<file path="src/rtl/mdr_store_buffer.sv">
// Store buffer between the datapath and data memory: FIFO of {addr, data} drained over mem_we/mem_ack.
// Optional `define STORE_FWD_EN forwards youngest matching store data instead of flagging a read hazard.
module mdr_store_buffer #(
    parameter int DEPTH = 4,
    parameter int AW    = 16,
    parameter int DW    = 16
) (
    input  logic          clk,
    input  logic          reset,
    input  logic          dmem_write,
    input  logic [AW-1:0] AR_in,
    input  logic [DW-1:0] MDR_out,
    output logic          full,
    output logic          empty,
    output logic          overflow,
    output logic [AW-1:0] mem_addr,
    output logic [DW-1:0] mem_wdata,
    output logic          mem_we,
    input  logic          mem_ack,
    input  logic [AW-1:0] rd_addr,
    output logic          rd_hazard,
    output logic          rd_hit,
    output logic [DW-1:0] rd_data
);

    localparam int PW = $clog2(DEPTH);
    localparam int CW = PW + 1;

    typedef enum logic {
        S_IDLE,
        S_WRITE
    } state_t;

    state_t          state_q, state_d;
    logic [PW-1:0]   wr_ptr_q, wr_ptr_d;
    logic [PW-1:0]   rd_ptr_q, rd_ptr_d;
    logic [CW-1:0]   count_q, count_d;
    logic            mem_we_q, mem_we_d;
    logic [AW-1:0]   mem_addr_q, mem_addr_d;
    logic [DW-1:0]   mem_wdata_q, mem_wdata_d;
    logic            overflow_q, overflow_d;
    logic [AW-1:0]   addr_q [DEPTH];
    logic [DW-1:0]   data_q [DEPTH];

    logic            full_w;
    logic            push;
    logic            pop;
    logic [PW-1:0]   head_nxt;

    assign full_w   = (count_q == CW'(DEPTH));
    assign push     = dmem_write && !full_w;
    assign pop      = (state_q == S_WRITE) && mem_ack;
    assign head_nxt = rd_ptr_q + PW'(1);

    always_comb begin
        state_d     = state_q;
        wr_ptr_d    = wr_ptr_q;
        rd_ptr_d    = rd_ptr_q;
        count_d     = count_q;
        mem_we_d    = mem_we_q;
        mem_addr_d  = mem_addr_q;
        mem_wdata_d = mem_wdata_q;
        overflow_d  = overflow_q;

        if (push) begin
            wr_ptr_d = wr_ptr_q + PW'(1);
        end
        if (dmem_write && full_w) begin
            overflow_d = 1'b1;
        end

        case ({push, pop})
            2'b10:   count_d = count_q + CW'(1);
            2'b01:   count_d = count_q - CW'(1);
            default: count_d = count_q;
        endcase

        case (state_q)
            S_IDLE: begin
                mem_we_d = 1'b0;
                if (count_q != '0) begin
                    mem_addr_d  = addr_q[rd_ptr_q];
                    mem_wdata_d = data_q[rd_ptr_q];
                    mem_we_d    = 1'b1;
                    state_d     = S_WRITE;
                end
            end
            S_WRITE: begin
                if (mem_ack) begin
                    rd_ptr_d = head_nxt;
                    if (count_q > CW'(1)) begin
                        mem_addr_d  = addr_q[head_nxt];
                        mem_wdata_d = data_q[head_nxt];
                    end else if (push) begin
                        // Lone head popped while a store lands in the slot that becomes the new head.
                        mem_addr_d  = AR_in;
                        mem_wdata_d = MDR_out;
                    end else begin
                        mem_we_d = 1'b0;
                        state_d  = S_IDLE;
                    end
                end
            end
            default: begin
                state_d  = S_IDLE;
                mem_we_d = 1'b0;
            end
        endcase
    end

    always_ff @(posedge clk or posedge reset) begin
        if (reset) begin
            state_q     <= S_IDLE;
            wr_ptr_q    <= '0;
            rd_ptr_q    <= '0;
            count_q     <= '0;
            mem_we_q    <= 1'b0;
            mem_addr_q  <= '0;
            mem_wdata_q <= '0;
            overflow_q  <= 1'b0;
        end else begin
            state_q     <= state_d;
            wr_ptr_q    <= wr_ptr_d;
            rd_ptr_q    <= rd_ptr_d;
            count_q     <= count_d;
            mem_we_q    <= mem_we_d;
            mem_addr_q  <= mem_addr_d;
            mem_wdata_q <= mem_wdata_d;
            overflow_q  <= overflow_d;
        end
    end

    always_ff @(posedge clk or posedge reset) begin
        if (reset) begin
            for (int unsigned i = 0; i < DEPTH; i++) begin
                addr_q[i] <= '0;
                data_q[i] <= '0;
            end
        end else if (push) begin
            addr_q[wr_ptr_q] <= AR_in;
            data_q[wr_ptr_q] <= MDR_out;
        end
    end

    // Lookup walks oldest to youngest so the last match seen is the youngest.
    logic          match_any;
    logic [PW-1:0] lk_idx;

`ifdef STORE_FWD_EN
    logic [DW-1:0] fwd_data;

    always_comb begin
        match_any = 1'b0;
        fwd_data  = '0;
        lk_idx    = '0;
        for (int unsigned k = 0; k < DEPTH; k++) begin
            lk_idx = rd_ptr_q + PW'(k);
            if ((CW'(k) < count_q) && (addr_q[lk_idx] == rd_addr)) begin
                match_any = 1'b1;
                fwd_data  = data_q[lk_idx];
            end
        end
    end

    assign rd_hit    = match_any;
    assign rd_data   = fwd_data;
    assign rd_hazard = 1'b0;
`else
    always_comb begin
        match_any = 1'b0;
        lk_idx    = '0;
        for (int unsigned k = 0; k < DEPTH; k++) begin
            lk_idx = rd_ptr_q + PW'(k);
            if ((CW'(k) < count_q) && (addr_q[lk_idx] == rd_addr)) begin
                match_any = 1'b1;
            end
        end
    end

    assign rd_hazard = match_any;
    assign rd_hit    = 1'b0;
    assign rd_data   = '0;
`endif

    assign full      = full_w;
    assign empty     = (count_q == '0) && !mem_we_q;
    assign overflow  = overflow_q;
    assign mem_we    = mem_we_q;
    assign mem_addr  = mem_addr_q;
    assign mem_wdata = mem_wdata_q;

endmodule

</file>
<file path="config.mk">
export PLATFORM = sky130hd
export DESIGN_NAME = mdr_store_buffer
export DESIGN_NICKNAME = d
export VERILOG_FILES = /design/src/rtl/mdr_store_buffer.sv
export SDC_FILE = /design/constraint.sdc
export NUM_CORES = 1
export LEC_CHECK = 0
export BUFFER_PORTS_ARGS = -buffer_cell sky130_fd_sc_hd__buf_4
export CORE_MARGIN = 2
export CORE_UTILIZATION = 35
export CTS_BUF_LIST = sky130_fd_sc_hd__clkbuf_4
export DETAILED_ROUTE_END_ITERATION = 8
export PLACE_DENSITY = 0.56
export SYNTH_ARGS = -nofsm -noshare
export SYNTH_HDL_FRONTEND = slang
export SYNTH_SLANG_ARGS = --single-unit
export TNS_END_PERCENT = 10
</file>
<file path="constraint.sdc">
create_clock -name clk -period 4.7 [get_ports clk]
set_input_delay 0 -clock clk [delete_from_list [all_inputs] [get_ports clk]]
set_output_delay 0 -clock clk [all_outputs]
set_load 0.05 [all_outputs]
</file>
==> results.json, run 1 <==
{
  "synth-xor-area-share": 0.05080,
  "die_area_mm2": 0.03145,
  "place.gp.congestion": 0.9012,
  "crit_arrival_ns": 3.68,
  "clock_path_buffers": 2,
  "drc_errors": 0,
  "grt_pass1_vias": 7302,
  "startpoint_type": "register",
  "grt_max_degree": 102,
  "clkSinkCount": 170,
  "synth.top_cells.by_area": "dfrtp_1 (40%), mux2_2 (14%), mux4_2 (14%)",
  "clock_latency_ns": 0.61,
  "cts_root_buffer": "clkbuf_4",
  "path_class": "reg -> out",
  "drt-pass1-iter-count": 4,
  "worst-path-buf-inv": 2,
  "via_per_inst": 5.318,
  "hold_path_class": "in -> async",
  "ys.flop_type": "dfrtp_1",
  "clkPwrFrac": 0.089,
  "antenna_left": 0,
  "ys_async_sr_fraction": 1.000,
  "wire_per_inst_um": 19.20,
  "status": "completed",
  "seq_area_frac_synth": 0.4045,
  "switchingPower_mw": 4.242,
  "synth.largest_area_cell": "dfrtp_1",
  "worstMarginPinSlew_ns": 1.063,
  "fmax_mhz": 271.7,
  "start_util": 0.3549,
  "power-per-cell-area_mw_per_mm2": 794.1,
  "cts_made_buffers": 17,
  "slew_headroom": 0.2916,
  "power.internal_mw": 5.303,
  "die_w_um": 177.4,
  "totalWireLength_um": 25980,
  "synth_compound_area_frac": 0.07364,
  "layout-drive-gt1-share": 0.3545,
  "fin_cells": 1353,
  "synth_fa_ha_area_frac": 0.01071,
  "cp_max_fo": 70,
  "cp_top_family": "flip-flops",
  "path_clk_slew_ns": 0.18,
  "synth-edff-count": 0,
  "core_mm2": 0.02964,
  "drv_slew": 0,
  "cts_hold_buf": 36,
  "r2r_start": "count_q[0]",
  "cap_viol_max_count": 0,
  "synth.area.mux_share": 0.3562,
  "grt_first_pass_wirelength_um": 42090,
  "synth_cell_type_count": 46,
  "cp-startpoint": "rd_ptr_q[1]",
  "avgSynthCellArea_um2": 12.24,
  "hold_viol": 0,
  "power.share.sequential": 0.324,
  "die_h_um": 177.4,
  "slowest_stage": "dfrtp_4",
  "p_comb_frac": 0.588,
  "place_area_mm2": 0.01137,
  "fin_nets": 1010,
  "cp_data_required_time_ns": 4.70,
  "grt-ovfl-total": 0,
  "syn_area_mm2": 0.01052,
  "vias": 7195,
  "finalSetupViolCount": 0,
  "rows": 63,
  "fin_worst_skew_ns": 0.02808,
  "final_cell_mix": "dfrtp_1 (168), mux2_2 (134), buf_4 (105), mux2i_1 (72), mux4_2 (65)",
  "area_delta_synth_final_pct": 14.29,
  "yosys.area.top_type_share": 0.4045,
  "layout_commonest_cell": "dfrtp_1",
  "total_power_mw": 9.545,
  "ys_seq_elements": 170,
  "io_pins": 106,
  "synthSimpleGateAreaFrac": 0.05056,
  "final_area_mm2": 0.01202,
  "io_buffers": 88,
  "critPathMaxStageDelay_ns": 1.14,
  "htree_num_levels": 4,
  "fin_crit_sh": 0.7832,
  "min_period_ns": 3.681,
  "grt.total_usage": 0.1738,
  "rsz0062_at_grt": "no",
  "critPathCaptureType": "primary output",
  "cts_setup_buffers": 0,
  "cts_tree": "yes",
  "synth_top_family_by_area": "multiplexers",
  "hpwl_um": 17720,
  "dp.cells": 1284,
  "cp_cell_sequence": "buf_4 -> mux4_1 -> xnor2_1 -> nand4_1 -> nor4_1 -> o2111ai_1 -> nand4_1 -> buf_4",
  "setup_tns_ns": 0,
  "peakVddDrop_mv": 0.2830,
  "num-fill-cells": 2904,
  "syn_inst": 859,
  "p_leak_nw": 5.026,
  "antenna_found_initial": 1,
  "cts_resized": 0,
  "switching_share": 0.4444,
  "yosys_warnings": 0,
  "drtIter0Drc": 425
}
final cells by class:
class	count	area [um^2]	area share
clock buffers	17	127.6	0.01062
diodes	1	2.502	0.0002082
multi-input cells	606	5782	0.4810
repair buffers	141	1149	0.09556
inverters	13	53.80	0.004476
well taps	390	488.0	0.04060
clock inverters	15	156.4	0.01301
flip-flops and latches	170	4262	0.3545
worst register-to-register path: stages, from the launching register on:
cell,delay (ns)
dfrtp_1,0.52
inv_1,0.10
ha_1,0.22
and2_1,0.17
nor2b_1,0.48
nand2_1,0.54
buf_4,0.45
mux2_2,0.33
metrics by stage:
stage / worst slack [ns] / util / hold slack, ns
floorplan: 0.09656 / - / 0.1033
global placement: 1.672 / 0.3837 / 0.2174
detailed placement: 1.657 / 0.3837 / 0.2200
global route: 0.7660 / 0.4056 / 0.1204
CTS: 0.9430 / 0.4055 / 0.09684
finish: 1.019 / 0.4056 / 0.09214
layer usage:
layer	up-vias	wire, um	GRT usage
li1	3321	-	-
met1	3684	12180	0.2427
met2	165	12380	0.2815
met3	25	1046	0.02828
met4	0	378	0.04577
met5	-	0	0
cell usage after synthesis, types with 3 or more instances:
library cell,number
dfrtp_1,170
mux2_2,134
mux2i_1,72
mux4_2,65
nand2_1,57
xnor2_1,51
o21ai_0,43
nor2_1,34
a21oi_1,28
buf_4,26
buf_2,25
clkbuf_1,21
inv_1,13
a211oi_1,12
xor2_1,10
ha_1,9
nand4_1,9
buf_6,8
a21o_1,6
buf_1,6
nor2b_1,5
o2111ai_1,5
o211ai_1,5
o22ai_1,5
a31oi_1,4
nor4_1,4
nand2b_1,3
nand3_1,3
nor3_1,3
sequential cells by signal, summed over array words and instances, names as in the netlist, 2 cells and up:
register,flops
addr_q,64
count_q,3
data_q,64
mem_addr,16
mem_wdata,16
rd_ptr_q,2
wr_ptr_q,2
cells by family (layout without fill, tap and decap cells):
group / Yosys count / in the layout
flops: 170 / 170
simple gates: 122 / 122
compound gates: 124 / 124
buf+inv: 99 / 186
other cells: 1 / 18
mux: 273 / 273
xor+xnor: 61 / 61
fa+ha+maj: 9 / 9
final timing paths:
kind	end	slack (ns)	cells past startpoint
worst max-delay path	rd_hazard	1.02	8
worst min-delay path	data_q[11]	0.09	3
worst max register to register	addr_q[9]	1.79	7
worst min register to register	overflow	0.50	1
max in group asynchronous	addr_q[38]	3.45	4
min in group clk	overflow	0.15	3
power groups by stage:
stage / clock network [mW] / logic [mW] / registers, mW
after floorplan: 0 / 4.31 / 3.12
after global placement: 0 / 5.58 / 3.09
after detailed placement: 0 / 5.61 / 3.13
after CTS: 0.885 / 5.66 / 3.09
after global routing: 0.932 / 6.11 / 3.24
final: 0.847 / 5.61 / 3.09
(Power assumes the default switching activity.)
==> inputs of run 2 (changes only) <==
- PLACE_DENSITY: 0.56 -> 0.54
- clock period: 4.7 -> 3.4 ns (I/O delays scaled with it)
==> results.json, run 2 (same netlist as run 1, synthesis figures left out) <==
{
  "slowest_stage": "mux4_1",
  "top_regs": "addr_q: 64 flops, data_q: 64 flops",
  "drtIter0Drc": 440,
  "core_mm2": 0.02964,
  "setup_tns_ns": 0,
  "crit_top_cell": "nand4_1",
  "htree_num_levels": 4,
  "worstMarginPinSlew_ns": 0.7470,
  "min_period_ns": 3.193,
  "cts_root_buffer": "clkbuf_4",
  "rsz0062_at_grt": "no",
  "path_clk_slew_ns": 0.18,
  "place_area_mm2": 0.01155,
  "via_per_inst": 5.316,
  "slew_headroom": 0.5009,
  "rr_endpoint": "addr_q[36]",
  "cp_cell_sequence": "buf_12 -> mux4_1 -> xnor2_1 -> nand4_1 -> nor4_1 -> o2111ai_1 -> nand4_1 -> buf_4",
  "cts_resized": 0,
  "status": "completed",
  "p_leak_nw": 5.188,
  "io_buffers": 88,
  "grt-ovfl-total": 0,
  "final_cell_mix": "dfrtp_1 (168), mux2_2 (134), buf_4 (118), mux2i_1 (72), mux4_2 (65)",
  "fin_crit_sh": 0.9390,
  "startpoint_type": "register",
  "totalWireLength_um": 26660,
  "whs_ns": 0.06261,
  "cts_tree": "yes",
  "drv_slew": 0,
  "place.gp.congestion": 0.9677,
  "antenna_found_initial": 1,
  "hold_viol": 0,
  "path_class": "reg -> out",
  "grt_max_degree": 69,
  "rows": 63,
  "power-per-cell-area_mw_per_mm2": 1105,
  "finalSetupViolCount": 0,
  "die_h_um": 177.4,
  "clock_latency_ns": 0.62,
  "ff2ff_path_depth": 7,
  "die_area_mm2": 0.03145,
  "layout_commonest_cell": "dfrtp_1",
  "cts_made_buffers": 17,
  "hold_path_class": "in -> async",
  "fmax_mhz": 313.2,
  "drc_errors": 0,
  "final_area_mm2": 0.01232,
  "antenna_left": 0,
  "grt.total_usage": 0.1751,
  "die_w_um": 177.4,
  "cp_data_required_time_ns": 3.40,
  "drt-pass1-iter-count": 7,
  "hpwl_um": 18570,
  "area_delta_synth_final_pct": 17.14,
  "start_util": 0.3549,
  "fin_cells": 1376,
  "crit_arrival_ns": 3.19,
  "r2r_start": "count_q[0]",
  "io_pins": 106,
  "dp.cells": 1296,
  "layout-drive-gt1-share": 0.3706,
  "peakVddDrop_mv": 0.5015,
  "wire_per_inst_um": 19.38,
  "critPathCaptureType": "primary output",
  "grt_pass1_vias": 7236,
  "fin_worst_skew_ns": 0.03435,
  "critPathMaxStageDelay_ns": 0.59,
  "vias": 7315,
  "regToRegSetupSlack_ns": 0.82,
  "clkSinkCount": 170,
  "fin_nets": 1033,
  "clock_path_buffers": 2,
  "cp_max_fo": 23,
  "cap_viol_max_count": 0,
  "grt_first_pass_wirelength_um": 42100
}
-- run 2: cell count changes in the layout (fill, tap and decap cells not counted) --
| cell | before | now |
|---|---|---|
| buf_12 | 0 | 8 |
| buf_4 | 105 | 118 |
| buf_6 | 0 | 1 |
| buf_8 | 0 | 1 |
| bufinv_16 | 0 | 1 |
| clkinv_1 | 1 | 0 |
| clkinv_4 | 2 | 4 |
| clkinv_8 | 4 | 2 |
| inv_6 | 6 | 4 |
| inv_8 | 1 | 3 |
-- run 2: worst max path at each step --
stage | startpoint | end | slack, ns | cells after the start
after detailed placement | rd_ptr_q[0] | rd_hazard | 0.66 | 8
after floorplan | count_q[0] | addr_q[0] | 1.21 | 8
after global routing | rd_ptr_q[1] | rd_hazard | 0.03 | 7
after CTS | rd_ptr_q[0] | rd_hazard | 0.02 | 8
final | rd_ptr_q[0] | rd_hazard | 0.21 | 8
after global placement | rd_ptr_q[0] | rd_hazard | 0.70 | 8
-- run 2: final cells by class --
class / instances / area [um^2]
fill: 2852 / 17320
multi-input combinational: 606 / 5782
sequential: 170 / 4262
timing repair buffer: 164 / 1433
tap: 390 / 488.0
clock inverter: 15 / 173.9
clock buffer: 17 / 127.6
inverter: 13 / 52.55
antenna: 1 / 2.502
-- run 2: critical path, delay by kind of cell (launching register included) --
| family | cells | cell delay [ns] |
|---|---|---|
| AO/OA/AOI/OAI | 1 | 0.16 |
| multiplexers | 1 | 0.59 |
| XOR/XNOR | 1 | 0.24 |
| buffers and inverters | 2 | 0.42 |
| AND/OR/NAND/NOR | 3 | 0.60 |
| flip-flops | 1 | 0.53 |
-- run 2: routing by layer --
metal / wire [um] / global-route usage / vias up
met1: 12300 / 0.2453 / 3725
met2: 12860 / 0.2842 / 183
li1: - / - / 3390
met3: 1184 / 0.03063 / 17
met4: 310 / 0.03962 / 0
met5: 0 / 0 / -
-- run 2: power by group --
| group | internal [mW] | switching [mW] | leakage [nW] |
|---|---|---|---|
| Sequential | 3.06 | 0.959 | 2.03 |
| Combinational | 4.18 | 4.17 | 3.00 |
| Clock | 0.402 | 0.839 | 0.159 |
| Total | 7.65 | 5.96 | 5.19 |
-- run 2: repair_timing --
item	4_1_cts	5_1_grt
endpoints found under the hold margin	293	0
hold buffers	36	0
buffers inserted	1	10
gates cloned	0	0
endpoints found under the setup margin	1	1
-- run 2: stage by stage --
| stage | power, mW | worst slack, ns | util |
|---|---|---|---|
| 3_5_place_dp | 12.25 | 0.6568 | 0.3897 |
| 2_1_floorplan | 10.28 | 1.208 | - |
| 6_report | 13.61 | 0.2073 | 0.4157 |
| 3_3_place_gp | 12.16 | 0.7018 | 0.3897 |
| 4_1_cts | 13.59 | 0.02377 | 0.4124 |
| 5_1_grt | 14.59 | 0.02690 | 0.4157 |
==> inputs of run 3 (changes only) <==
- PLACE_DENSITY: 0.54 -> 0.56
- SETUP_SLACK_MARGIN: not set -> 0.4
- clock period: 3.4 -> 2.85 ns (I/O delays scaled with it)
==> results.json, run 3 (same netlist as run 1, synthesis figures left out) <==
{
  "die_area_mm2": 0.03145,
  "grt.total_usage": 0.1820,
  "drt-pass1-iter-count": 5,
  "p_leak_nw": 5.355,
  "clock_path_buffers": 2,
  "totalWireLength_um": 27660,
  "rsz0062_at_grt": "yes",
  "grt_first_pass_wirelength_um": 43910,
  "slew_headroom": 0.6280,
  "ff2ff_path_depth": 8,
  "cap_viol_max_count": 0,
  "finalSetupViolCount": 1,
  "violations": "setup timing",
  "wire_per_inst_um": 19.81,
  "hpwl_um": 19050,
  "rows": 63,
  "worstMarginPinSlew_ns": 0.5568,
  "drc_errors": 0,
  "io_pins": 106,
  "core_mm2": 0.02964,
  "slowest_stage": "dfrtp_4",
  "pre_cts_ws_ns": 0.1991,
  "critPathCaptureType": "primary output",
  "drtIter0Drc": 506,
  "hold_viol": 0,
  "cp_data_required_time_ns": 2.85,
  "io_buffers": 88,
  "fin_worst_skew_ns": 0.02669,
  "antenna_left": 0,
  "place.gp.congestion": 0.9176,
  "grt_max_degree": 65,
  "final_area_mm2": 0.01266,
  "dp.cells": 1303,
  "setup_tns_ns": -0.1810,
  "die_h_um": 177.4,
  "antenna_found_initial": 1,
  "area_delta_synth_final_pct": 20.37,
  "top_regs": "addr_q: 64 flops, data_q: 64 flops",
  "critPathMaxStageDelay_ns": 0.53,
  "cp_max_fo": 8,
  "startpoint_type": "register",
  "fin_util": 0.4271,
  "place_area_mm2": 0.01161,
  "total_power_mw": 16.97,
  "crit_arrival_ns": 3.03,
  "layout_commonest_cell": "dfrtp_1",
  "htree_num_levels": 4,
  "whs_ns": 0.1391,
  "regToRegSetupSlack_ns": 0.58,
  "cts_tree": "yes",
  "fmax_mhz": 329.9,
  "clkSinkCount": 170,
  "via_per_inst": 5.302,
  "cp_cell_sequence": "buf_12 -> buf_12 -> mux4_2 -> xnor2_1 -> nand2_1 -> a2111oi_2 -> nand4_1 -> nand4_1 -> buf_6",
  "fin_cells": 1396,
  "hp-start": "dmem_write",
  "peakVddDrop_mv": 0.5125,
  "final_cell_mix": "dfrtp_1 (168), mux2_2 (134), buf_4 (125), mux2i_1 (67), mux4_2 (65)",
  "status": "finished with violations",
  "path_clk_slew_ns": 0.17,
  "cts_made_buffers": 17,
  "layout-drive-gt1-share": 0.4000,
  "cts_root_buffer": "clkbuf_4",
  "fin_nets": 1053,
  "path_class": "reg -> out",
  "grt-ovfl-total": 0,
  "holdPathStages": 3,
  "die_w_um": 177.4,
  "hold_path_class": "in -> reg",
  "min_period_ns": 3.031,
  "clock_latency_ns": 0.60,
  "vias": 7402,
  "start_util": 0.3549,
  "rr_endpoint": "mem_wdata[13]",
  "r2r_start": "rd_ptr_q[0]",
  "power-per-cell-area_mw_per_mm2": 1341,
  "drv_slew": 0,
  "layout_setup_ws_ns": -0.1810,
  "min_to": "overflow",
  "grt_pass1_vias": 7539,
  "fin_crit_sh": 1.063
}
[run 3: area by class of cell]
cell class	count	area, um^2
fill	2852	16980
multi-input combinational	606	5889
sequential	170	4262
timing repair buffer	184	1668
tap	390	488.0
clock inverter	13	155.1
clock buffer	19	142.6
inverter	13	52.55
antenna	1	2.502
[run 3: how the worst max path moves through the flow]
stage	start	to	slack (ns)
finish	rd_ptr_q[0]	rd_hazard	-0.18
global route	rd_ptr_q[1]	rd_hazard	-0.29
CTS	rd_ptr_q[0]	rd_hazard	-0.23
detailed placement	rd_ptr_q[0]	rd_hazard	0.20
global placement	rd_ptr_q[0]	rd_hazard	0.18
floorplan	count_q[0]	addr_q[0]	0.66
[run 3: per-layer routing]
metal,vias to the layer above,part of all wire,GRT usage
met5,-,0,0
met4,0,0.016,0.05225
met3,26,0.032,0.02485
met2,147,0.48,0.2991
met1,3824,0.47,0.2517
li1,3405,-,-
[run 3: report_power, final]
part | leakage [nW] | total, mW | switching, mW | internal, mW
Combinational | 3.17 | 10.7 | 5.27 | 5.42
Clock | 0.159 | 1.51 | 0.944 | 0.567
Sequential | 2.03 | 4.77 | 1.11 | 3.65
[run 3: what timing repair did]
action	4_1_cts	5_1_grt
gates resized for setup	8	17
setup endpoints to repair	1	13
endpoints found under the hold margin	338	0
hold buffers	37	0
buffers inserted	10	11
pin swaps	1	8
gates cloned	1	1
[run 3: critical path, delay by kind of cell, from the launching register on]
family                 cells  cell delay (ns)
multiplexers               1             0.31
AND/OR/NAND/NOR            3             0.48
flip-flops                 1             0.53
buffers and inverters      3             0.47
XOR/XNOR                   1             0.20
AO/OA/AOI/OAI              1             0.43
